`src/rtl/uart_tx_configurable.sv`:
```
// Configurable UART transmitter.
// Sends a DATA_BITS-wide word as a start bit, the data bits LSB first, an optional
// parity bit and 1 or 2 stop bits. Words are taken over a ready/valid handshake.
// A new word offered in the last cycle of the final stop bit starts the next frame
// immediately, with no idle time on the line between the two frames.
module uart_tx_configurable #(
   parameter int unsigned CLOCK_FREQUENCY = 100000000,
   parameter int unsigned BAUD_RATE       = 10000,
   parameter int unsigned DATA_BITS       = 8,
   parameter int unsigned PARITY_MODE     = 0,
   parameter int unsigned STOP_BITS       = 1
) (
   input  logic                 clk,
   input  logic                 i_reset,
   input  logic [DATA_BITS-1:0] i_data,
   input  logic                 i_valid,
   output logic                 o_ready,
   output logic                 o_tx,
   output logic                 o_busy,
   output logic                 o_done
);

   localparam int unsigned CYCLES_PER_BIT = (BAUD_RATE == 0) ? 0 : CLOCK_FREQUENCY / BAUD_RATE;
   localparam int unsigned BaudW = (CYCLES_PER_BIT < 2) ? 1 : $clog2(CYCLES_PER_BIT);
   localparam int unsigned BitW  = $clog2(DATA_BITS + 1);

   localparam logic [BaudW-1:0] BaudLast  = BaudW'(CYCLES_PER_BIT - 1);
   localparam logic [BitW-1:0]  DataLast  = BitW'(DATA_BITS - 1);
   localparam logic [BitW-1:0]  StopLast  = BitW'(STOP_BITS - 1);
   localparam bit               HasParity = (PARITY_MODE != 0);
   localparam bit               OddParity = (PARITY_MODE == 1);

   // Parameter legality is checked while elaborating.
   if (BAUD_RATE == 0 || CYCLES_PER_BIT < 2) begin : g_bad_rate
      $error("uart_tx_configurable: CLOCK_FREQUENCY/BAUD_RATE must be at least 2");
   end
   if (DATA_BITS < 5 || DATA_BITS > 9) begin : g_bad_data_bits
      $error("uart_tx_configurable: DATA_BITS must be in the range 5..9");
   end
   if (PARITY_MODE > 2) begin : g_bad_parity
      $error("uart_tx_configurable: PARITY_MODE must be 0, 1 or 2");
   end
   if (STOP_BITS < 1 || STOP_BITS > 2) begin : g_bad_stop
      $error("uart_tx_configurable: STOP_BITS must be 1 or 2");
   end

   typedef enum logic [2:0] {
      StIdle,
      StStart,
      StData,
      StParity,
      StStop
   } state_e;

   state_e                 state_q, state_d;
   logic [BaudW-1:0]       baud_q, baud_d;
   logic [BitW-1:0]        bit_q, bit_d;
   logic [DATA_BITS-1:0]   shift_q, shift_d;
   logic                   parity_q, parity_d;
   logic                   tx_q, tx_d;

   logic                   bit_end;
   logic                   frame_end;
   logic                   accept;

   // Next-state logic, handshake outputs and the next line level.
   always_comb begin
      state_d  = state_q;
      baud_d   = baud_q;
      bit_d    = bit_q;
      shift_d  = shift_q;
      parity_d = parity_q;
      tx_d     = tx_q;

      bit_end   = (baud_q == BaudLast);
      // Last cycle of the last stop bit: the only non-idle cycle that accepts a word.
      frame_end = (state_q == StStop) && bit_end && (bit_q == StopLast);
      o_ready   = (state_q == StIdle) || frame_end;
      o_done    = frame_end;
      o_busy    = (state_q != StIdle);
      accept    = i_valid && o_ready;

      if (state_q != StIdle) begin
         baud_d = bit_end ? '0 : baud_q + 1'b1;
      end

      unique case (state_q)
         StIdle: begin
         end
         StStart: begin
            if (bit_end) begin
               state_d = StData;
               bit_d   = '0;
               tx_d    = shift_q[0];
            end
         end
         StData: begin
            if (bit_end) begin
               if (bit_q == DataLast) begin
                  bit_d = '0;
                  if (HasParity) begin
                     state_d = StParity;
                     tx_d    = parity_q;
                  end else begin
                     state_d = StStop;
                     tx_d    = 1'b1;
                  end
               end else begin
                  bit_d   = bit_q + 1'b1;
                  shift_d = shift_q >> 1;
                  tx_d    = shift_q[1];
               end
            end
         end
         StParity: begin
            if (bit_end) begin
               state_d = StStop;
               bit_d   = '0;
               tx_d    = 1'b1;
            end
         end
         StStop: begin
            if (bit_end) begin
               if (bit_q == StopLast) begin
                  state_d = StIdle;
                  bit_d   = '0;
                  tx_d    = 1'b1;
               end else begin
                  bit_d = bit_q + 1'b1;
               end
            end
         end
         default: begin
            state_d = StIdle;
            tx_d    = 1'b1;
         end
      endcase

      // A handshake overrides the idle/return path and launches the start bit.
      if (accept) begin
         state_d  = StStart;
         baud_d   = '0;
         bit_d    = '0;
         shift_d  = i_data;
         parity_d = (^i_data) ^ OddParity;
         tx_d     = 1'b0;
      end
   end

   // State registers with synchronous reset; reset aborts any frame in flight.
   always_ff @(posedge clk) begin
      if (i_reset) begin
         state_q  <= StIdle;
         baud_q   <= '0;
         bit_q    <= '0;
         shift_q  <= '0;
         parity_q <= 1'b0;
         tx_q     <= 1'b1;
      end else begin
         state_q  <= state_d;
         baud_q   <= baud_d;
         bit_q    <= bit_d;
         shift_q  <= shift_d;
         parity_q <= parity_d;
         tx_q     <= tx_d;
      end
   end

   assign o_tx = tx_q;

endmodule

```
`config.mk`:
```
export PLATFORM = sky130hd
export DESIGN_NAME = uart_tx_configurable
export DESIGN_NICKNAME = d
export VERILOG_FILES = /design/src/rtl/uart_tx_configurable.sv
export SDC_FILE = /design/constraint.sdc
export NUM_CORES = 1
export LEC_CHECK = 0
export BUFFER_PORTS_ARGS = -buffer_cell sky130_fd_sc_hd__buf_4
export CAP_MARGIN = 25
export CORE_AREA = 2 2 54 68
export CTS_BUF_LIST = sky130_fd_sc_hd__clkbuf_16
export CTS_CLUSTER_SIZE = 8
export DETAILED_ROUTE_END_ITERATION = 7
export DIE_AREA = 0 0 56 70
export GPL_TIMING_DRIVEN = 0
export PLACE_DENSITY = 0.67
export SYNTH_ARGS = -nofsm -noshare
export SYNTH_HDL_FRONTEND = slang
export SYNTH_SLANG_ARGS = --single-unit
```
`constraint.sdc`:
```
create_clock -name clk -period 4.9 [get_ports clk]
set_clock_uncertainty 0.1 [all_clocks]
set_input_delay 0.49 -clock clk [delete_from_list [all_inputs] [get_ports clk]]
set_output_delay 0.49 -clock clk [all_outputs]
set_load 0.02 [all_outputs]
```
==> metrics.csv, run 1 <==
stage,metric,value,unit
sta,Least-Margin Pin Slew,0.922,ns
place,routability-driven placement congestion ratio,0.864,
detailed_routing,drt first-iter violations,100,
detailed_routing,WL final,3.71,mm
sta,"Slew Viols, Final",0,
clocking,CTS buffer count,5,
clocking,Post-CTS Hold Buffers,0,
power_and_ir_drop,Int Pwr,0.452,mW
power_and_ir_drop,Power Dens Cells,314,nW/um2
place,Placed Cells,248,
sta,worst hold slack,0.293,ns
sta,setup TNS,0,ns
sta,Slew HR,38.0,%
logic_synthesis,Async SR Flop Fraction,0,%
floorplanning,Rows,24,
detailed_routing,vias per cell,5.67,
power_and_ir_drop,Peak VDD IR,0.271,mV
global_route,total gr overflow,0,
setup_path,Max stage delay on crit path,0.80,ns
clocking,Post-CTS Setup Bufs,0,
floorplanning,IO Count,15,
global_route,number of global-route vias before repair,1519,
clocking,Worst-Skew Late Latency,0.27,ns
place,Place WS,2.38,ns
setup_path,Crit path arrival time,2.08,ns
setup_path,Worst setup SP type,register,
layout,"non-filler cells, final",254,
detailed_routing,DR WL/cell,14.6,um
clocking,Clock Sinks,30,
clocking,post-CTS sizing,0,
detailed_routing,vias,1441,
detailed_routing,Post-DRT Antenna Nets,0,
logic_synthesis,synthesized area,1570,um2
power_and_ir_drop,Seq pwr share,44.2,%
floorplanning,die area,3920,um2
run,Max Cap Violations,0,
floorplanning,Die H,70,um
place,I/O Buffers,14,
logic_synthesis,syn nets,209,
layout,"most common cell after layout, fill and taps aside",dfxtp_1,
floorplanning,DIE WIDTH,56,um
clocking,CTS tree,done,
sta,RSZ-0062 raised after global routing,no,
setup_path,Crit-path slowest cell,nor3_1,
layout,Layout Nets,230,
power_and_ir_drop,Leak Pwr,0.642,nW
sta,final period utilization,54.5,%
place,hpwl dp,2.73,mm
layout,# diodes,0,
logic_synthesis,sequential-to-total area share from yosys stat,38.3,%
sta,final worst setup slack,2.23,ns
global_route,initial antenna violation count,0,
layout,layout cells sized above 1,14.0,%
logic_synthesis,Cell variety after synth,39,
power_and_ir_drop,Comb power frac,8.2,%
clocking,Clock Pin Slew Worst Setup and Hold Paths,0.05,ns
logic_synthesis,syn avg cell area,8.04,um2
setup_path,CP cell instances,clkbuf_1 > nor3_1 > inv_1 > buf_4,
power_and_ir_drop,clock group share of total power,47.5,%
logic_synthesis,number of synthesized register bits,30,
outcome,status,"finished, final reports clean",
setup_path,CP endpoint kind,output port,
sta,final setup violating endpoints,0,
sta,FMAX,375,MHz
worst_hold_path,worst min path class,input pin to register,
power_and_ir_drop,switching share of power,22.4,%
clocking,Clock Tree Buf Depth,2,
power_and_ir_drop,switching power,0.130,mW
logic_synthesis,ys flop type,dfxtp_1,
clocking,htree depth,2,
logic_synthesis,Synth warnings,0,
setup_path,type of the worst setup path,register to output port,
floorplanning,core footprint,3360,um2
global_route,first-pass GRT wire length,6.60,mm
sta,Fin. Hold Viols,0,
global_route,largest net degree at the start of global routing,11,
detailed_routing,Residual DRC,0,
logic_synthesis,number of flops mapped to enable cells by yosys,0,
floorplanning,initial core utilization,46.6,%
sta,fin crit period,2.67,ns
detailed_routing,First-pass DRT Iterations,4,
layout,Synth-to-Final Area Change,18.0,%
layout,"commonest cells after routing, fill and taps aside","30 x dfxtp_1, 27 x nor2_1, 26 x nand2_1",
clocking,CTS Root Cell,clkbuf_16,
setup_path,CP required,4.31,ns
logic_synthesis,post-synthesis cell count,195,
global_route,All-Layer GR Usage,21.0,%
setup_path,Critical Path Fanout Max,10,
[state kept, by name, indices dropped and copies added, names as in the netlist]
register	flops
baud_q	14
state_q	3
o_tx	1
bit_q	4
shift_q	8
[power by group through the flow]
| stage | Sequential (mW) | Clock (mW) | Combinational [mW] |
|---|---|---|---|
| floorplan | 0.262 | 0 | 0.0294 |
| CTS | 0.257 | 0.282 | 0.0483 |
| finish | 0.257 | 0.276 | 0.0480 |
| detailed placement | 0.262 | 0 | 0.0481 |
| global placement | 0.262 | 0 | 0.0468 |
| global route | 0.258 | 0.294 | 0.0534 |
[cell usage after synthesis (2+ instances only)]
master,instances,area share (%)
or3_1,3,1.2
buf_2,5,1.6
or4_1,4,1.9
inv_1,5,1.2
or3b_2,2,1.1
nand4_1,3,1.2
nand4b_1,2,1.1
o21a_1,2,0.96
nor3_1,5,1.6
nand2b_1,4,1.6
nor2_1,27,6.5
nand2_1,26,6.2
xor2_1,8,4.5
nor4_2,2,1.6
xnor2_1,4,2.2
a21oi_1,9,2.9
o31ai_1,2,0.96
nand3b_1,3,1.4
clkbuf_1,4,0.96
ha_1,3,2.4
and3_1,3,1.2
dfxtp_1,30,38
o21ai_0,5,1.6
a311oi_1,7,3.9
nand3_1,12,3.8
or4b_4,2,1.8
[kinds of logic (layout without fill, tap and decap cells)]
logic type	Yosys count	in the layout	share of synthesized area (%)
AO/OA/AOI/OAI	34	34	14.7
AND/OR/NAND/NOR	102	102	34.2
XOR/XNOR	12	12	6.70
buffers and inverters	14	34	3.75
flip-flops	30	30	38.3
adder cells (fa/ha/maj)	3	3	2.39
[metrics by stage]
step / total power, mW / utilization (%) / instance area [um2]
final: 0.582 / 55.0 / 1850
after global routing: 0.605 / 55.0 / 1850
after CTS: 0.588 / 55.0 / 1850
after detailed placement: 0.310 / 51.2 / 1720
after global placement: 0.308 / 51.2 / 1720
after floorplan: 0.291 / - / 1570
[worst max-delay path: cells and delay by family, from the launching register on]
family / cells / cell delay, ns
simple gates: 1 / 0.80
buf+inv: 3 / 0.68
flops: 1 / 0.31
[per-layer routing]
| metal | global-route usage [%] | vias up | part of all wire, % |
|---|---|---|---|
| met5 | 0 | - | 0 |
| met4 | 12.7 | 0 | 1.7 |
| met3 | 5.56 | 5 | 2.8 |
| met2 | 32.7 | 24 | 51 |
| met1 | 25.6 | 672 | 45 |
| li1 | - | 740 | - |
[area by class of cell]
| cell class | count | area, um2 |
|---|---|---|
| fill | 321 | 1510 |
| multi-input combinational | 151 | 908 |
| sequential | 30 | 601 |
| clock buffer | 5 | 125 |
| timing repair buffer | 14 | 105 |
| tap | 39 | 48.8 |
| buffer | 9 | 40.0 |
| inverter | 5 | 18.8 |
| clock inverter | 1 | 3.75 |
[path summary, 6_finish.rpt]
path	start	cells after the start	slack (ns)	end
worst max-delay path	state_q[0]	4	2.23	o_busy
worst min-delay path	i_reset	2	0.29	shift_q[2]
worst max register to register	baud_q[5]	5	2.35	bit_q[2]
worst min register to register	shift_q[3]	2	0.37	shift_q[2]
(Power assumes the default switching activity.)
==> run 2, diff against run 1 <==
--- a/config.mk
+++ b/config.mk
@@ -5,15 +5,16 @@
 export SDC_FILE = /design/constraint.sdc
 export NUM_CORES = 1
 export LEC_CHECK = 0
+export ABC_AREA = 1
 export BUFFER_PORTS_ARGS = -buffer_cell sky130_fd_sc_hd__buf_4
 export CAP_MARGIN = 25
-export CORE_AREA = 2 2 54 68
+export CORE_AREA = 2 2 57 73
 export CTS_BUF_LIST = sky130_fd_sc_hd__clkbuf_16
 export CTS_CLUSTER_SIZE = 8
 export DETAILED_ROUTE_END_ITERATION = 7
-export DIE_AREA = 0 0 56 70
+export DIE_AREA = 0 0 59 75
 export GPL_TIMING_DRIVEN = 0
-export PLACE_DENSITY = 0.67
+export PLACE_DENSITY = 0.69
 export SYNTH_ARGS = -nofsm -noshare
 export SYNTH_HDL_FRONTEND = slang
 export SYNTH_SLANG_ARGS = --single-unit
==> constraint.sdc (replaced) <==
create_clock -name clk -period 2.42 [get_ports clk]
set_clock_uncertainty 0.1 [all_clocks]
set_input_delay 0.242 -clock clk [delete_from_list [all_inputs] [get_ports clk]]
set_output_delay 0.242 -clock clk [all_outputs]
set_load 0.02 [all_outputs]
==> metrics.csv, run 2 <==
stage,metric,value,unit
layout,Top reg by flops,baud_q,
place,routability-driven placement congestion ratio,0.813,
sta,final period utilization,76.7,%
logic_synthesis,syn nets,276,
clocking,htree depth,2,
logic_synthesis,ys flop type,dfxtp_1,
clocking,Clock Sinks,30,
setup_path,CP cell instances,ha_1 > nand3_1 > nor2_4 > nand3_4 > nand2_8 > buf_4,
worst_hold_path,Min-Delay Startpoint,i_reset,
power_and_ir_drop,Leak Pwr,0.873,nW
setup_path,flop2flop setup slack,0.62,ns
logic_synthesis,post-synth top area cell,dfxtp_1,
logic_synthesis,Async SR Flop Fraction,0,%
setup_path,R2R cell count,9,
layout,Layout Nets,296,
clocking,Worst-Skew Late Latency,0.28,ns
logic_synthesis,Cell variety after synth,32,
global_route,first-pass GRT wire length,6.62,mm
floorplanning,initial core utilization,48.7,%
logic_synthesis,sequential-to-total area share from yosys stat,33.4,%
worst_hold_path,Hold Path Stages,2,
floorplanning,Die H,75,um
layout,# diodes,0,
detailed_routing,Residual DRC,0,
sta,"Slew Viols, Final",0,
worst_hold_path,Hold EP,shift_q[7],
global_route,initial antenna violation count,0,
layout,Multi-input gate area,1030,um2
global_route,number of global-route vias before repair,1560,
layout,layout cells sized above 1,20.1,%
setup_path,type of the worst setup path,register to output port,
clocking,Clock Pin Slew Worst Setup and Hold Paths,0.05,ns
layout,"most common cell after layout, fill and taps aside",nand2_1,
place,hpwl dp,2.87,mm
logic_synthesis,post-synthesis cell count,262,
setup_path,FF-to-FF Start,baud_q[0],
clocking,CTS buffer count,5,
sta,final setup violating endpoints,0,
detailed_routing,vias,1652,
setup_path,FF-to-FF End,baud_q[2],
detailed_routing,First-pass DRT Iterations,4,
setup_path,Worst setup SP type,register,
setup_path,Critical Path Fanout Max,9,
setup_path,CP bufs+invs,1,
clocking,CTS Root Cell,clkbuf_16,
clocking,Post-CTS Setup Bufs,0,
global_route,largest net degree at the start of global routing,11,
logic_synthesis,number of synthesized register bits,30,
layout,"non-filler cells, final",323,
sta,setup TNS,0,ns
logic_synthesis,Synth top area share,33.4,%
sta,FMAX,539,MHz
clocking,post-CTS sizing,0,
layout,fillers,375,
global_route,All-Layer GR Usage,19.8,%
setup_path,CP endpoint kind,output port,
worst_hold_path,worst min path class,input pin to register,
clocking,Post-CTS Hold Buffers,0,
place,Placed Cells,315,
sta,Fin. Hold Viols,0,
detailed_routing,drt first-iter violations,82,
global_route,total gr overflow,0,
logic_synthesis,most frequent cells after synthesis,"55 x nand2_1, 35 x nor2_1, 30 x dfxtp_1, 28 x inv_1, 25 x nand3_1",
floorplanning,die area,4430,um2
sta,worst hold slack,0.0833,ns
detailed_routing,vias per cell,5.11,
logic_synthesis,synthesized area,1800,um2
power_and_ir_drop,Peak VDD IR,0.352,mV
layout,final core occ,56.4,%
outcome,status,"finished, final reports clean",
floorplanning,core footprint,3690,um2
clocking,Clock Tree Buf Depth,2,
setup_path,Crit path arrival time,1.51,ns
sta,Slew HR,65.5,%
setup_path,crit-path leading delay family,simple AND/OR/NAND/NOR gates,
logic_synthesis,Synth warnings,0,
setup_path,CP Depth,6,
layout,max FFs per register,14,
logic_synthesis,number of flops mapped to enable cells by yosys,0,
setup_path,Max stage delay on crit path,0.36,ns
logic_synthesis,Area contributors post-synth,"dfxtp_1 33%, nand2_1 11%, nor2_1 7.3%",
layout,Largest regs,"baud_q: 14 flops, shift_q: 8 flops, bit_q: 4 flops",
setup_path,Crit-path slowest cell,dfxtp_1,
floorplanning,DIE WIDTH,59,um
run,Max Cap Violations,0,
detailed_routing,Post-DRT Antenna Nets,0,
layout,register area,601,um2
detailed_routing,WL final,3.71,mm
place,I/O Buffers,13,
clocking,CTS tree,done,
layout,Synth-to-Final Area Change,15.9,%
detailed_routing,DR WL/cell,11.5,um
logic_synthesis,most numerous cell in the Yosys netlist,nand2_1,
sta,Least-Margin Pin Slew,0.511,ns
floorplanning,IO Count,15,
power_and_ir_drop,Power Dens Cells,602,nW/um2
layout,"commonest cells after routing, fill and taps aside","55 x nand2_1, 35 x nor2_1, 30 x dfxtp_1",
floorplanning,Rows,25,
logic_synthesis,syn avg cell area,6.86,um2
sta,RSZ-0062 raised after global routing,no,
sta,fin crit period,1.86,ns
setup_path,CP required,2.08,ns
run 2: cell count changes in the layout (fill, tap and decap cells not counted), moves of 7 or more:
| cell | delta |
|---|---|
| nor2_1 | +8 |
| nand2_1 | +29 |
| a21oi_1 | +9 |
| inv_1 | +24 |
| inv_2 | +8 |
| a311oi_1 | -7 |
| nor2_2 | +7 |
| nand3_1 | +13 |
run 2: worst max-delay path by stage:
stage / startpoint / end / slack, ns
4_1_cts: baud_q[0] / o_ready / 0.55
3_3_place_gp: baud_q[0] / baud_q[2] / 0.62
6_report: baud_q[0] / o_ready / 0.56
5_1_grt: baud_q[0] / bit_q[1] / 0.46
3_5_place_dp: baud_q[0] / baud_q[2] / 0.61
2_1_floorplan: baud_q[0] / shift_q[0] / 0.79
run 2: area by class of cell:
cell class | instances | area share [%]
multi-input combinational | 192 | 49.5
clock inverter | 3 | 0.601
buffer | 3 | 1.14
clock buffer | 5 | 6.01
inverter | 37 | 6.79
sequential | 30 | 28.8
timing repair buffer | 13 | 4.69
tap | 40 | 2.40
run 2: worst reg2reg max path, cell delays in order (launching register included):
cell,delay (ns)
dfxtp_1,0.36
ha_1,0.20
nand3_1,0.13
nor2_4,0.17
nand3_4,0.11
nand2_8,0.11
nand2_4,0.09
nand2_2,0.14
buf_4,0.21
nor3_1,0.07
run 2: logic make-up (layout without fill, tap and decap cells):
family,Yosys count,in the layout,synth area share [%]
AND/OR/NAND/NOR,157,157,45.2
buffers and inverters,40,61,9.19
flip-flops,30,30,33.4
AO/OA/AOI/OAI,28,28,8.15
XOR/XNOR,4,4,1.95
adder cells (fa/ha/maj),3,3,2.09
run 2: routing by layer:
| metal | GRT usage (%) | vias to the layer above | share of wire (%) |
|---|---|---|---|
| li1 | - | 883 | - |
| met1 | 22.2 | 728 | 41 |
| met2 | 35.6 | 38 | 53 |
| met3 | 5.15 | 3 | 4.8 |
| met4 | 7.32 | 0 | 1.1 |
| met5 | 0 | - | 0 |
run 2: power breakdown:
group / total [mW] / leakage [nW] / internal [mW] / switching (mW)
clock: 0.583 / 0.0724 / 0.370 / 0.213
combinational: 0.148 / 0.557 / 0.0569 / 0.0915
sequential: 0.521 / 0.244 / 0.511 / 0.0104
run 2: metrics by stage:
step	area (um2)	total power [mW]	setup slack (ns)
2_1_floorplan	1800	0.636	0.792
3_3_place_gp	1940	0.679	0.619
3_5_place_dp	1940	0.680	0.607
4_1_cts	2080	1.27	0.548
5_1_grt	2080	1.31	0.459
6_report	2080	1.25	0.563
==> run 3, diff against run 2 <==
==> config.mk (replaced) <==
export PLATFORM = sky130hd
export DESIGN_NAME = uart_tx_configurable
export DESIGN_NICKNAME = d
export VERILOG_FILES = /design/src/rtl/uart_tx_configurable.sv
export SDC_FILE = /design/constraint.sdc
export NUM_CORES = 1
export LEC_CHECK = 0
export ABC_AREA = 0
export BUFFER_PORTS_ARGS = -buffer_cell sky130_fd_sc_hd__buf_4
export CAP_MARGIN = 25
export CORE_AREA = 2 2 54 68
export CTS_BUF_LIST = sky130_fd_sc_hd__clkbuf_16
export CTS_CLUSTER_SIZE = 8
export DETAILED_ROUTE_END_ITERATION = 7
export DIE_AREA = 0 0 56 70
export GPL_TIMING_DRIVEN = 0
export PLACE_DENSITY = 0.67
export SYNTH_ARGS = -nofsm -noshare
export SYNTH_HDL_FRONTEND = slang
export SYNTH_SLANG_ARGS = --single-unit
==> constraint.sdc (replaced) <==
create_clock -name clk -period 1.9 [get_ports clk]
set_clock_uncertainty 0.1 [all_clocks]
set_input_delay 0.19 -clock clk [delete_from_list [all_inputs] [get_ports clk]]
set_output_delay 0.19 -clock clk [all_outputs]
set_load 0.02 [all_outputs]
==> metrics.csv, run 3 (synthesis results as in run 1) <==
stage,metric,value,unit
power_and_ir_drop,Seq pwr share,42.1,%
sta,Fin. Hold Viols,0,
power_and_ir_drop,Power Dens Cells,726,nW/um2
detailed_routing,First-pass DRT Iterations,4,
clocking,Worst-Skew Late Latency,0.28,ns
setup_path,crit-path leading delay family,simple AND/OR/NAND/NOR gates,
clocking,CTS buffer count,5,
global_route,All-Layer GR Usage,21.6,%
power_and_ir_drop,Leak Pwr,0.791,nW
layout,Synth-to-Final Area Change,38.6,%
detailed_routing,drt first-iter violations,78,
floorplanning,Rows,24,
setup_path,Crit path arrival time,1.90,ns
global_route,first-pass GRT wire length,6.76,mm
outcome,failing checks,setup timing,
run,Max Cap Violations,0,
place,dpl cell area,1780,um2
power_and_ir_drop,Peak VDD IR,0.636,mV
sta,FMAX,457,MHz
layout,cell area after layout,2170,um2
place,I/O Buffers,14,
global_route,largest net degree at the start of global routing,11,
setup_path,Crit-path slowest cell,or4b_4,
power_and_ir_drop,clock group share of total power,46.4,%
floorplanning,IO Count,15,
place,hpwl dp,2.72,mm
worst_hold_path,Min-Delay Startpoint,i_data[5],
clocking,CTS Root Cell,clkbuf_16,
sta,"Slew Viols, Final",0,
place,routability-driven placement congestion ratio,0.894,
layout,# diodes,0,
sta,setup TNS,-7.23,ns
sta,RSZ-0062 raised after global routing,yes,
setup_path,CP required,1.61,ns
global_route,total gr overflow,0,
detailed_routing,vias per cell,5.89,
global_route,initial antenna violation count,0,
setup_path,CP endpoint kind,output port,
setup_path,Worst setup SP type,register,
floorplanning,DIE WIDTH,56,um
detailed_routing,Residual DRC,0,
layout,Largest regs,"baud_q: 14 flops, shift_q: 8 flops, bit_q: 4 flops",
setup_path,FF-to-FF Start,baud_q[11],
setup_path,Max stage delay on crit path,0.60,ns
detailed_routing,WL final,4.21,mm
sta,fin crit period,2.19,ns
layout,Top reg by flops,baud_q,
worst_hold_path,worst min path class,input pin to register,
power_and_ir_drop,Comb power frac,11.6,%
layout,max FFs per register,14,
detailed_routing,Post-DRT Antenna Nets,0,
floorplanning,core footprint,3360,um2
setup_path,Critical Path Fanout Max,5,
clocking,Clock Tree Buf Depth,2,
layout,fillers,291,
layout,"commonest cells after routing, fill and taps aside","29 x buf_4, 25 x dfxtp_1, 21 x nand2_1",
sta,final setup violating endpoints,32,
outcome,status,"complete, but fails checks",
clocking,Clock Sinks,30,
layout,"most common cell after layout, fill and taps aside",buf_4,
setup_path,CP cell instances,or4b_4 > nor4_4 > and3_1 > buf_4,
setup_path,CP startpoint,baud_q[11],
power_and_ir_drop,switching power,0.374,mW
clocking,CTS tree,done,
floorplanning,Die H,70,um
place,Place WS,-0.509,ns
layout,Layout Nets,246,
sta,final worst setup slack,-0.289,ns
floorplanning,die area,3920,um2
place,Placed Cells,248,
layout,layout cells sized above 1,36.5,%
power_and_ir_drop,switching share of power,23.7,%
clocking,Clock Pin Slew Worst Setup and Hold Paths,0.05,ns
sta,final period utilization,115,%
detailed_routing,DR WL/cell,15.5,um
power_and_ir_drop,Int Pwr,1.20,mW
layout,"non-filler cells, final",272,
detailed_routing,vias,1601,
sta,Least-Margin Pin Slew,0.578,ns
floorplanning,initial core utilization,46.6,%
sta,Slew HR,61.5,%
setup_path,type of the worst setup path,register to output port,
clocking,htree depth,2,
setup_path,CP bufs+invs,1,
global_route,number of global-route vias before repair,1525,
run 3: changes by cell type in the layout (fill, tap and decap cells not counted), sizes merged, moves of 7 or more:
cell    delta
nand2     -34
inv       -33
nor2      -19
buf       +18
nand3     -18
a21oi      -9
a311oi     +7
run 3: final cells by class:
cell class	instances	area, um2	share of cell area [%]
Inverter	5	18.8	0.864
Tap cell	39	48.8	2.25
Sequential cell	30	609	28.0
Buffer	7	47.5	2.19
Clock buffer	5	125	5.76
Clock inverter	3	11.3	0.518
Timing Repair Buffer	32	254	11.7
Multi-Input combinational cell	151	1060	48.7
run 3: stage by stage:
stage	power, mW	hold slack (ns)	util (%)
after global routing	1.64	0.112	64.6
after global placement	0.804	0.275	53.0
after floorplan	0.759	0.162	-
after detailed placement	0.808	0.275	53.0
final	1.58	0.109	64.6
after CTS	1.57	0.106	61.1
run 3: path summary, 6_finish.rpt:
path | end | depth (start not counted) | slack (ns)
max | o_done | 4 | -0.29
min | shift_q[5] | 3 | 0.11
max reg2reg | bit_q[2] | 5 | -0.28
min reg2reg | baud_q[1] | 2 | 0.38
run 3: power by group through the flow:
stage / sequential, mW / clock [mW] / combinational, mW
global route: 0.665 / 0.773 / 0.198
CTS: 0.664 / 0.747 / 0.155
finish: 0.664 / 0.731 / 0.183
global placement: 0.675 / 0 / 0.130
floorplan: 0.675 / 0 / 0.0845
detailed placement: 0.675 / 0 / 0.133
run 3: what timing repair did:
action | in CTS | in global routing
endpoints found under the hold margin | 1 | 0
gates cloned | 1 | 1
gates resized for setup | 18 | 30
buffers inserted | 10 | 5
pin swaps | 22 | 7
hold buffers | 1 | 0
endpoints found under the setup margin | 33 | 33
run 3: worst reg2reg max path: stages (launching register included):
cell and delay [ns]:
dfxtp_2 0.32, or4b_4 0.60, nor4_4 0.43, nand2_1 0.14, or4_1 0.41, a21oi_1 0.12
run 3: routing by layer:
layer / routed length (um) / track usage [%] / up-vias
met3: 198 / 5.74 / 9
met5: 0 / 0 / -
met1: 1780 / 25.2 / 769
li1: - / - / 779
met4: 74 / 9.79 / 0
met2: 2150 / 36.7 / 44
